--- src/rtl/counter_pkg.sv ---
// rtl/counter_pkg.sv - shared types and next-state arithmetic for the up/down counter
package counter_pkg;

  typedef enum logic {MODE_WRAP, MODE_SAT} cnt_mode_e;
  typedef enum logic {DIR_UP, DIR_DOWN} cnt_dir_e;

  localparam int unsigned CNT_W_MAX = 32;

  typedef struct packed {
    logic [CNT_W_MAX-1:0] value;
    logic                 wrap;
  } cnt_next_t;

  // One extra bit of headroom so the crossing is detected before any truncation.
  function automatic cnt_next_t next_count(
    input logic [CNT_W_MAX-1:0] cur,
    input logic [CNT_W_MAX-1:0] step,
    input cnt_dir_e             dir,
    input cnt_mode_e            mode,
    input logic [CNT_W_MAX-1:0] max
  );
    logic [CNT_W_MAX:0] sum;
    cnt_next_t          r;
    sum     = '0;
    r.value = cur;
    r.wrap  = 1'b0;
    if (dir == DIR_UP) begin
      sum = {1'b0, cur} + {1'b0, step};
      if (sum > {1'b0, max}) begin
        r.wrap  = 1'b1;
        r.value = (mode == MODE_WRAP) ? CNT_W_MAX'(sum - {1'b0, max} - 1'b1) : max;
      end else begin
        r.value = sum[CNT_W_MAX-1:0];
      end
    end else begin
      if (step > cur) begin
        r.wrap  = 1'b1;
        sum     = {1'b0, cur} + {1'b0, max} + 1'b1 - {1'b0, step};
        r.value = (mode == MODE_WRAP) ? sum[CNT_W_MAX-1:0] : '0;
      end else begin
        r.value = cur - step;
      end
    end
    return r;
  endfunction

endpackage

--- src/rtl/updown_counter.sv ---
// rtl/updown_counter.sv - up/down counter with step, load/clear, modulus and wrap/saturate mode
module updown_counter
  import counter_pkg::*;
#(
  parameter int        WIDTH       = 9,
  parameter int        MAX_VALUE   = 2**WIDTH-1,
  parameter int        STEP_W      = 4,
  parameter int        RESET_VALUE = 0,
  parameter cnt_mode_e MODE        = MODE_WRAP
) (
  input  logic              sys_clk,
  input  logic              rst,
  input  logic              en,
  input  logic              up,
  input  logic              down,
  input  logic [STEP_W-1:0] step,
  input  logic              load,
  input  logic [WIDTH-1:0]  load_val,
  input  logic              clear,
  output logic [WIDTH-1:0]  out,
  output logic              at_zero,
  output logic              at_max,
  output logic              ovf,
  output logic              udf,
  output logic              load_err
);

  localparam longint WIDTH_LIM = (64'sd1 <<< WIDTH) - 64'sd1;
  localparam longint STEP_LIM  = (64'sd1 <<< STEP_W) - 64'sd1;

  if (WIDTH < 1 || WIDTH > 31 || STEP_W < 1 || STEP_W > 31 ||
      longint'(MAX_VALUE) > WIDTH_LIM || MAX_VALUE < 0 || RESET_VALUE < 0 ||
      RESET_VALUE > MAX_VALUE || STEP_LIM > longint'(MAX_VALUE) + 64'sd1) begin : g_param_check
    $fatal(1, "updown_counter: illegal WIDTH/MAX_VALUE/STEP_W/RESET_VALUE combination");
  end

  localparam logic [WIDTH-1:0] MAX_V = WIDTH'(MAX_VALUE);
  localparam logic [WIDTH-1:0] RST_V = WIDTH'(RESET_VALUE);

  logic [WIDTH-1:0] out_q, out_d;
  logic             at_zero_q, at_max_q;
  logic             ovf_q, ovf_d;
  logic             udf_q, udf_d;
  logic             load_err_q, load_err_d;
  logic             count_req;
  cnt_next_t        nc;
  logic             unused_hi;

  assign nc = next_count(CNT_W_MAX'(out_q), CNT_W_MAX'(step),
                         up ? DIR_UP : DIR_DOWN, MODE, CNT_W_MAX'(MAX_VALUE));
  assign unused_hi = ^nc.value[CNT_W_MAX-1:WIDTH];
  assign count_req = en && (up != down) && (step != '0);

  always_comb begin
    out_d      = out_q;
    ovf_d      = 1'b0;
    udf_d      = 1'b0;
    load_err_d = 1'b0;
    if (clear) begin
      out_d = RST_V;
    end else if (load) begin
      if (load_val > MAX_V) begin
        out_d      = MAX_V;
        load_err_d = 1'b1;
      end else begin
        out_d = load_val;
      end
    end else if (count_req) begin
      out_d = nc.value[WIDTH-1:0];
      ovf_d = up & nc.wrap;
      udf_d = down & nc.wrap;
    end
  end

  // Flags come from out_d so they line up with out in the same cycle.
  always_ff @(posedge sys_clk or posedge rst) begin
    if (rst) begin
      out_q      <= RST_V;
      at_zero_q  <= (RST_V == '0);
      at_max_q   <= (RST_V == MAX_V);
      ovf_q      <= 1'b0;
      udf_q      <= 1'b0;
      load_err_q <= 1'b0;
    end else begin
      out_q      <= out_d;
      at_zero_q  <= (out_d == '0);
      at_max_q   <= (out_d == MAX_V);
      ovf_q      <= ovf_d;
      udf_q      <= udf_d;
      load_err_q <= load_err_d;
    end
  end

  assign out      = out_q;
  assign at_zero  = at_zero_q;
  assign at_max   = at_max_q;
  assign ovf      = ovf_q;
  assign udf      = udf_q;
  assign load_err = load_err_q;

endmodule
--- config.mk ---
export PLATFORM = sky130hd
export DESIGN_NAME = updown_counter
export DESIGN_NICKNAME = d
export VERILOG_FILES = /design/src/rtl/counter_pkg.sv /design/src/rtl/updown_counter.sv
export SDC_FILE = /design/constraint.sdc
export NUM_CORES = 1
export LEC_CHECK = 0
export CORE_ASPECT_RATIO = 0.9
export CORE_UTILIZATION = 53
export DETAILED_ROUTE_END_ITERATION = 7
export PLACE_DENSITY = 0.91
export REMOVE_ABC_BUFFERS = 1
export SLEW_MARGIN = 20
export SYNTH_ARGS = -nofsm -noshare
export SYNTH_HDL_FRONTEND = slang
export SYNTH_SLANG_ARGS = --single-unit
--- constraint.sdc ---
create_clock -name sys_clk -period 5.32 [get_ports sys_clk]
set_input_delay 0.798 -clock sys_clk [delete_from_list [all_inputs] [get_ports sys_clk]]
set_output_delay 0.798 -clock sys_clk [all_outputs]
set_load 0.01 [all_outputs]
### After elaboration in Yosys (flattened, before gate mapping)

Cells that the tools add are included.
W data, S select, Z words.

* register bits: 14
* output and inout bits: 14
* bits in latches: 0
* RAM bits: 0
* word-level logic and storage cells: 42
* memories kept: 0
* memory bits (read-only): 0
* input port bits: 20

* div/mod/pow operators: 0
* muxes and demuxes: 18
* bitwise operators: 2
* reduce and logical (&&, ||, !) cells: 4
* add/subtract/negate cells: 7
* order comparisons: 3
* shift operators: 0
* equal/unequal tests: 2
* multipliers: 0

Operator list (number)
* $mux W9: 6
* $sub A9 B4 Y9: 2
* $mux W1: 11
* $add A9 B4 Y10: 1
* $gt A10 B9 Y1 const B: 1
* $mux W10: 1
* $add A9 B1 Y9 const B: 1
* $add A9 B9 Y9 const B: 1
* $eq A9 B9 Y1 const B: 1
* $gt A4 B9 Y1: 1
* $gt A9 B9 Y1 const B: 1
* $logic_not A9 Y1: 1
* $sub A9 B2 Y9 const B: 1
* $sub A9 B9 Y9 const B: 1
* $reduce_bool A4 Y1: 1
* $and A1 B1 Y1: 2
* $logic_and A1 B1 Y1: 2
* $ne A1 B1 Y1: 1

### Longest topological paths before layout

Gate-level depths: netlist of the first run.

* word-level depth: 9
* depth in mapped cells: 11
* gate-level depth less buffers: 11

### Worst setup path after synthesis of the first run

Ideal clock, no wire load.

* kind: input to register
* start: in step[0]
* end: reg at_zero_q, in the netlist at_zero
* setup time: 0.090 ns
* stages on the path: 9
* slack: 2.487 ns
* required time: 5.230 ns
* data arrival time: 2.743 ns
* path buffers: 0
* path through: ha_1 -> inv_1 -> fa_1 -> a21o_1 -> a2111o_1 -> a21oi_1 -> xnor2_1 -> a2111o_1 -> nor4_2

* word-level cells in the longest chain between the ends: 9
* elaborated cells between the ends (all ways): 16
* classes of those cells: add/sub: 5; order compare: 2; mux: 6; reduce/logical: 3

RTL lines
* start: declaration: line updown_counter.sv:16 `input logic [STEP_W-1:0] step,`
* $add A9 B4 Y10: line counter_pkg.sv:28 `sum = {1'b0, cur} + {1'b0, step};`
* $sub A9 B9 Y9: line counter_pkg.sv:31 `r.value = (mode == MODE_WRAP) ? CNT_W_MAX'(sum - {1'b0, max} - 1'b1) : max;`
* $sub A9 B2 Y9: line counter_pkg.sv:31
* $mux W9: line counter_pkg.sv:29 `if (sum > {1'b0, max}) begin`
* $mux W10: line counter_pkg.sv:27 `if (dir == DIR_UP) begin`
* $mux W9 (*): line updown_counter.sv:68 `end else if (count_req) begin`
* $mux W9 (*): line updown_counter.sv:61 `end else if (load) begin`
* $mux W9 (*): line updown_counter.sv:59 `if (clear) begin`
* $logic_not A9 Y1 (*): line updown_counter.sv:86 `at_zero_q <= (out_d == '0);`
* end signal: assignment: line updown_counter.sv:79 `at_zero_q <= (RST_V == '0);`
* end signal: assignment: line updown_counter.sv:86
* end: declaration: line updown_counter.sv:41 `logic at_zero_q, at_max_q;`

Every way passes the cells marked *; elsewhere a longest branch is shown, timed or not.

### Worst setup path after layout of the first run

Ends and elaborated chain as after synthesis.

==> run metrics, run 1 <==
status=completed; endpoint class of the critical path=flip-flop; Critical path origin=step[0]; Critical Path Sink=at_zero$_DFF_PP1_; Synth top area share=24.2%; CTS clk-pin slew, worst paths=100 ps; Async SR Flop Fraction=100%; most frequent cells in the layout=clkdlybuf4s50_1, inv_1, dfrtp_1; r2r setup slk=2550 ps; Port Buf Inserts=33; Final Critical Period=3350 ps; worst hold path class=flip-flop to flip-flop; setup violators final=0; Die H=49.8 um; RD Place Congestion=0.892; Post-synth EDFFs=0; Ys Warns=0; Critical Path Max Stage Delay=560 ps; synth top area cells=dfrtp_1, ha_1, inv_1; CTS-repair resized insts=0; flip-flop and latch count after synthesis=14; cell area after layout=1730 sq um; worst r2r dst=at_zero$_DFF_PP1_; initial antenna violation count=0; met3 wire len=387 um; WL final=4.08 mm; RSZ-0062 raised after global routing=no; Mapped Avg Cell Area=8.74 sq um; die area=2750 sq um; CP required=5520 ps; Post CTS Setup Buffer Count=0; vias in the first global route=1401; DR vias/cell=6.91; pwr/cell area=191 nW/um^2; reg2reg start=out[0]$_DFF_PP0_; hold slack=702 ps; Via Count=1486; Starting Density=59.0%; total global-route track usage=33.6%; Cell variety after synth=55; share of layout cells above drive strength 1=6.91%; Final Hold Vio Count=0; synthesized cell area=1350 sq um; core area=2280 sq um; CP max FO=4; first-pass GRT wire length=6.58 mm; width of the die=55.1 um; commonest non-fill, non-tap cell in the layout=clkdlybuf4s50_1; CP Cell Sequence=clkdlybuf4s50_1 > ha_1 > inv_1 > fa_1 > a21o_1 > a2111o_1 > a21oi_1 > xnor2_1 > a2111o_1 > nor4_2; setup TNS=0 ps; Post-DP HPWL=3.09 mm; P_leak=0.000785 uW; Routed Antenna Nets=0; CTS Hold Buffers Added=0; Inserted Clock Buffers=3; Worst R2R Path Depth=10; most frequent CP cell=a2111o_1; I/O pins=34; Max Cap Violations=0; H-tree Lvls=1; routed len/inst=19.0 um; Top Layer Used=met4; clock tree root buffer cell=clkbuf_4; Core Rows=16; DRT Pass-1 Iters=5; grt ovf=0; clk sinks=14; synthesis-to-layout area growth=28.6%; FILL cells=167; worst setup path class=input pin to flip-flop; DRC=0; initial drt markers=80; maximum vdd ir drop=0.202 mV; Post-Synthesis Cells=154; Rel. slew slack=48.9%; cell taking the most area after synthesis=dfrtp_1; nets@finish=219; crit path DAT=3550 ps; Inserted Diodes=0; CP Launch Type=input pin; Setup Skew=10.4 ps; Clock Tree Buf Depth=2; TritonCTS clock tree=built; largest net degree at the start of global routing=18; placed cell area=1700 sq um; Skew-Pair Late Insertion Delay=290 ps; Primary FF master, synth=dfrtp_1; period utilization=62.9%; met2 WL=1.97 mm; wire length on met1=1.62 mm; sequential area share after synthesis=26.1%; Worst-Margin Slew=758 ps; max-slew violations=0; FMAX=299 MHz; slowest stage cell, crit path=clkdlybuf4s50_1
-- cell type report --
cell class,instances,area [sq um],share of cell area [%]
tap,27,33.8,1.95
inverter,16,60.1,3.47
clock buffer,4,36.3,2.10
sequential,14,352,20.3
timing repair buffer,33,330,19.1
multi-input combinational,121,920,53.1
-- through the flow --
step	cells	setup WS (ps)	utilization, %	total power (uW)
5_1_grt	215	1830	75.9	348
3_3_place_gp	211	1850	74.3	243
2_1_floorplan	151	2490	-	193
6_report	215	1970	75.9	331
4_1_cts	215	1980	75.9	328
3_5_place_dp	211	1740	74.3	248
-- cells by family (layout without fill, tap and decap cells) --
family,Yosys count,in the layout,synth area share [%]
other,1,1,0.279
AND/OR/NAND/NOR,58,58,26.0
buffers and inverters,19,53,5.58
AO/OA/AOI/OAI,48,48,28.9
XOR/XNOR,3,3,1.95
flip-flops,14,14,26.1
multiplexers,1,1,0.744
adder cells (fa/ha/maj),10,10,10.4
-- how the worst min path moves through the flow --
stage	startpoint	end	slack, ps	cells after the start
6_report	out[8]$_DFF_PP0_	udf$_DFF_PP0_	700	3
5_1_grt	out[7]$_DFF_PP0_	ovf$_DFF_PP0_	740	1
4_1_cts	out[8]$_DFF_PP0_	udf$_DFF_PP0_	700	3
3_5_place_dp	out[7]$_DFF_PP0_	ovf$_DFF_PP0_	680	1
3_3_place_gp	out[0]$_DFF_PP0_	out[0]$_DFF_PP0_	650	2
2_1_floorplan	out[8]$_DFF_PP0_	udf$_DFF_PP0_	640	3
-- critical path, delay by kind of cell --
kind	cells	cell delay (ps)
compound gates	4	1290
buf+inv	2	620
fa+ha+maj	2	580
simple gates	1	130
xor+xnor	1	120
-- cell usage after synthesis, types with 2 or more instances --
| cell | number |
|---|---|
| a21o_1 | 3 |
| and3b_1 | 4 |
| and3_1 | 6 |
| o211ai_1 | 4 |
| nand4_1 | 2 |
| a21oi_1 | 7 |
| o22ai_1 | 2 |
| nand2b_1 | 6 |
| a211o_1 | 2 |
| nor3_1 | 6 |
| and2_1 | 2 |
| inv_1 | 15 |
| o21a_1 | 2 |
| o211a_1 | 2 |
| nand2_1 | 7 |
| or2_2 | 2 |
| o2111ai_1 | 3 |
| nand3_1 | 5 |
| fa_1 | 2 |
| a31oi_1 | 2 |
| a2111oi_0 | 2 |
| o311ai_1 | 2 |
| nor2b_1 | 2 |
| nor2_1 | 6 |
| clkbuf_1 | 2 |
| a2111o_1 | 4 |
| dfrtp_1 | 13 |
| o21ai_0 | 3 |
| xnor2_1 | 2 |
| ha_1 | 8 |
| and4_1 | 2 |
-- report_power, final --
group	internal [uW]	switching, uW
Sequential	114	10.4
Combinational	58.7	67.1
Clock	41.7	39.3
Total	214	117
-- routing by layer --
layer | vias up | global-route usage (%)
met3 | 14 | 6.17
met2 | 104 | 51.2
met4 | 0 | 13.8
met5 | - | 0
met1 | 711 | 45.8
li1 | 657 | -
-- state kept, by name (all words and copies together), names as in the netlist --
name and flops:
at_zero 1, load_err 1, ovf 1, out 9
at_max 1, udf 1
(Power assumes the default switching activity.)
==> run 2, diff against run 1 <==
--- a/config.mk
+++ b/config.mk
@@ -6,9 +6,9 @@
 export NUM_CORES = 1
 export LEC_CHECK = 0
 export CORE_ASPECT_RATIO = 0.9
-export CORE_UTILIZATION = 53
+export CORE_UTILIZATION = 44
 export DETAILED_ROUTE_END_ITERATION = 7
-export PLACE_DENSITY = 0.91
+export PLACE_DENSITY = 0.82
 export REMOVE_ABC_BUFFERS = 1
 export SLEW_MARGIN = 20
 export SYNTH_ARGS = -nofsm -noshare
==> constraint.sdc (replaced) <==
create_clock -name sys_clk -period 2.9 [get_ports sys_clk]
set_input_delay 0.435 -clock sys_clk [delete_from_list [all_inputs] [get_ports sys_clk]]
set_output_delay 0.435 -clock sys_clk [all_outputs]
set_load 0.01 [all_outputs]
==> run metrics, run 2 (synthesis results as in run 1) <==
Int Pwr=417 uW; most frequent cells in the layout=clkdlybuf4s50_1, buf_4, inv_1; Setup Skew=2.89 ps; crit path DAT=2960 ps; DRT Pass-1 Iters=4; Final Critical Period=2750 ps; Port Buf Inserts=33; CTS Hold Buffers Added=0; I/O pins=34; width of the die=60.3 um; initial antenna violation count=0; Sw Ratio=35.1%; Worst-Margin Slew=555 ps; setup violators final=0; Inserted Diodes=0; max reg flops=9; vias in the first global route=1500; FILL cells=228; FMAX=364 MHz; TritonCTS clock tree=built; synthesis-to-layout area growth=43.0%; Skew-Pair Late Insertion Delay=300 ps; worst setup path class=flip-flop to flip-flop; P_leak=0.000898 uW; nets@finish=240; maximum vdd ir drop=0.266 mV; H-tree Lvls=1; clk sinks=14; share of layout cells above drive strength 1=17.7%; Post-DP HPWL=3.36 mm; Die H=54.5 um; worst hold path class=input pin to asynchronous set/reset pin; DR vias/cell=6.13; status=completed; endpoint class of the critical path=flip-flop; Final Core Density=68.4%; storage element area=352 sq um; Via Count=1527; Post CTS Setup Buffer Count=0; total global-route track usage=27.7%; initial drt markers=125; CP Launch Type=flip-flop; Clock Tree Buf Depth=2; max-slew violations=0; core area=2820 sq um; commonest non-fill, non-tap cell in the layout=clkdlybuf4s50_1; Rel. slew slack=62.7%; DRC=0; Final Hold Vio Count=0; CTS clk-pin slew, worst paths=100 ps; pwr/cell area=334 nW/um^2; Psw=226 uW; Inserted Clock Buffers=3; routed len/inst=17.4 um; clock tree root buffer cell=clkbuf_4; CP required=3110 ps; clock group share of total power=23.8%; part of the power in registers=35.5%; setup TNS=0 ps; CP max FO=5; RSZ-0062 raised after global routing=no; WL final=4.34 mm; grt ovf=0; period utilization=94.9%; Core Rows=18; Routed Antenna Nets=0; largest net degree at the start of global routing=15; multi-input logic area=937 sq um; Max Cap Violations=0; RD Place Congestion=0.896; die area=3290 sq um; total power=643 uW; first-pass GRT wire length=6.58 mm; Starting Density=47.8%; Comb pwr share=40.7%
[run 2: cell types whose count changed in the layout (fill, tap and decap cells not counted), sizes merged]
cell,change
buf,+21
clkdlybuf4s50,-1
dlymetal6s2s,+1
[run 2: layer usage]
| layer | routed length, um | up-vias | share of wire (%) | GRT usage [%] |
|---|---|---|---|---|
| met3 | 353 | 11 | 8.1 | 4.73 |
| met4 | 90 | 0 | 2.1 | 11.6 |
| li1 | - | 707 | - | - |
| met1 | 1770 | 724 | 41 | 32.0 |
| met5 | 0 | - | 0 | 0 |
| met2 | 2120 | 85 | 49 | 50.4 |
[run 2: repair_timing]
item	4_1_cts	5_1_grt
pin swaps	0	2
endpoints found under the setup margin	1	2
resized for setup	2	2
[run 2: power by group through the flow]
stage               logic (uW)  registers [uW]  clock network [uW]
CTS                        256             228                 149
global placement           241             231                   0
global route               282             230                 155
detailed placement         253             232                   0
floorplan                  121             233                   0
finish                     262             228                 153
[run 2: metrics by stage]
stage | instance area, sq um | std cells | hold slack [ps] | setup slack, ps
final | 1930 | 249 | 475 | 149
after CTS | 1920 | 249 | 501 | 4.76
after detailed placement | 1870 | 245 | 609 | -316
after global routing | 1930 | 249 | 557 | 6.51
after floorplan | 1330 | 151 | 324 | 366
after global placement | 1870 | 245 | 598 | -201
[run 2: final cells by class]
type	instances	share of cell area (%)
multi-input combinational	121	48.7
timing repair buffer	54	25.5
sequential	14	18.3
inverter	16	3.12
tap	40	2.60
clock buffer	4	1.88
[run 2: worst max-delay path: stages, from the launching register on]
cell and delay (ps):
dfrtp_1 460, inv_1 80, ha_1 160, inv_1 60, fa_1 400, a21o_1 210
a2111o_1 450, a21oi_2 190, xnor2_1 80, a2111o_1 430, nor4_2 150
[run 2: final timing paths]
path / startpoint / endpoint / slack, ps / cells after the start
hold reg to reg: out[8]$_DFF_PP0_ / udf$_DFF_PP0_ / 620 / 3
min in group sys_clk: out[8]$_DFF_PP0_ / udf$_DFF_PP0_ / 620 / 3
hold / removal: rst / out[0]$_DFF_PP0_ / 470 / 2
max in group asynchronous: rst / at_zero$_DFF_PP1_ / 2050 / 2
setup reg to reg: out[0]$_DFF_PP0_ / at_zero$_DFF_PP1_ / 150 / 10
setup / recovery: out[0]$_DFF_PP0_ / at_zero$_DFF_PP1_ / 150 / 10
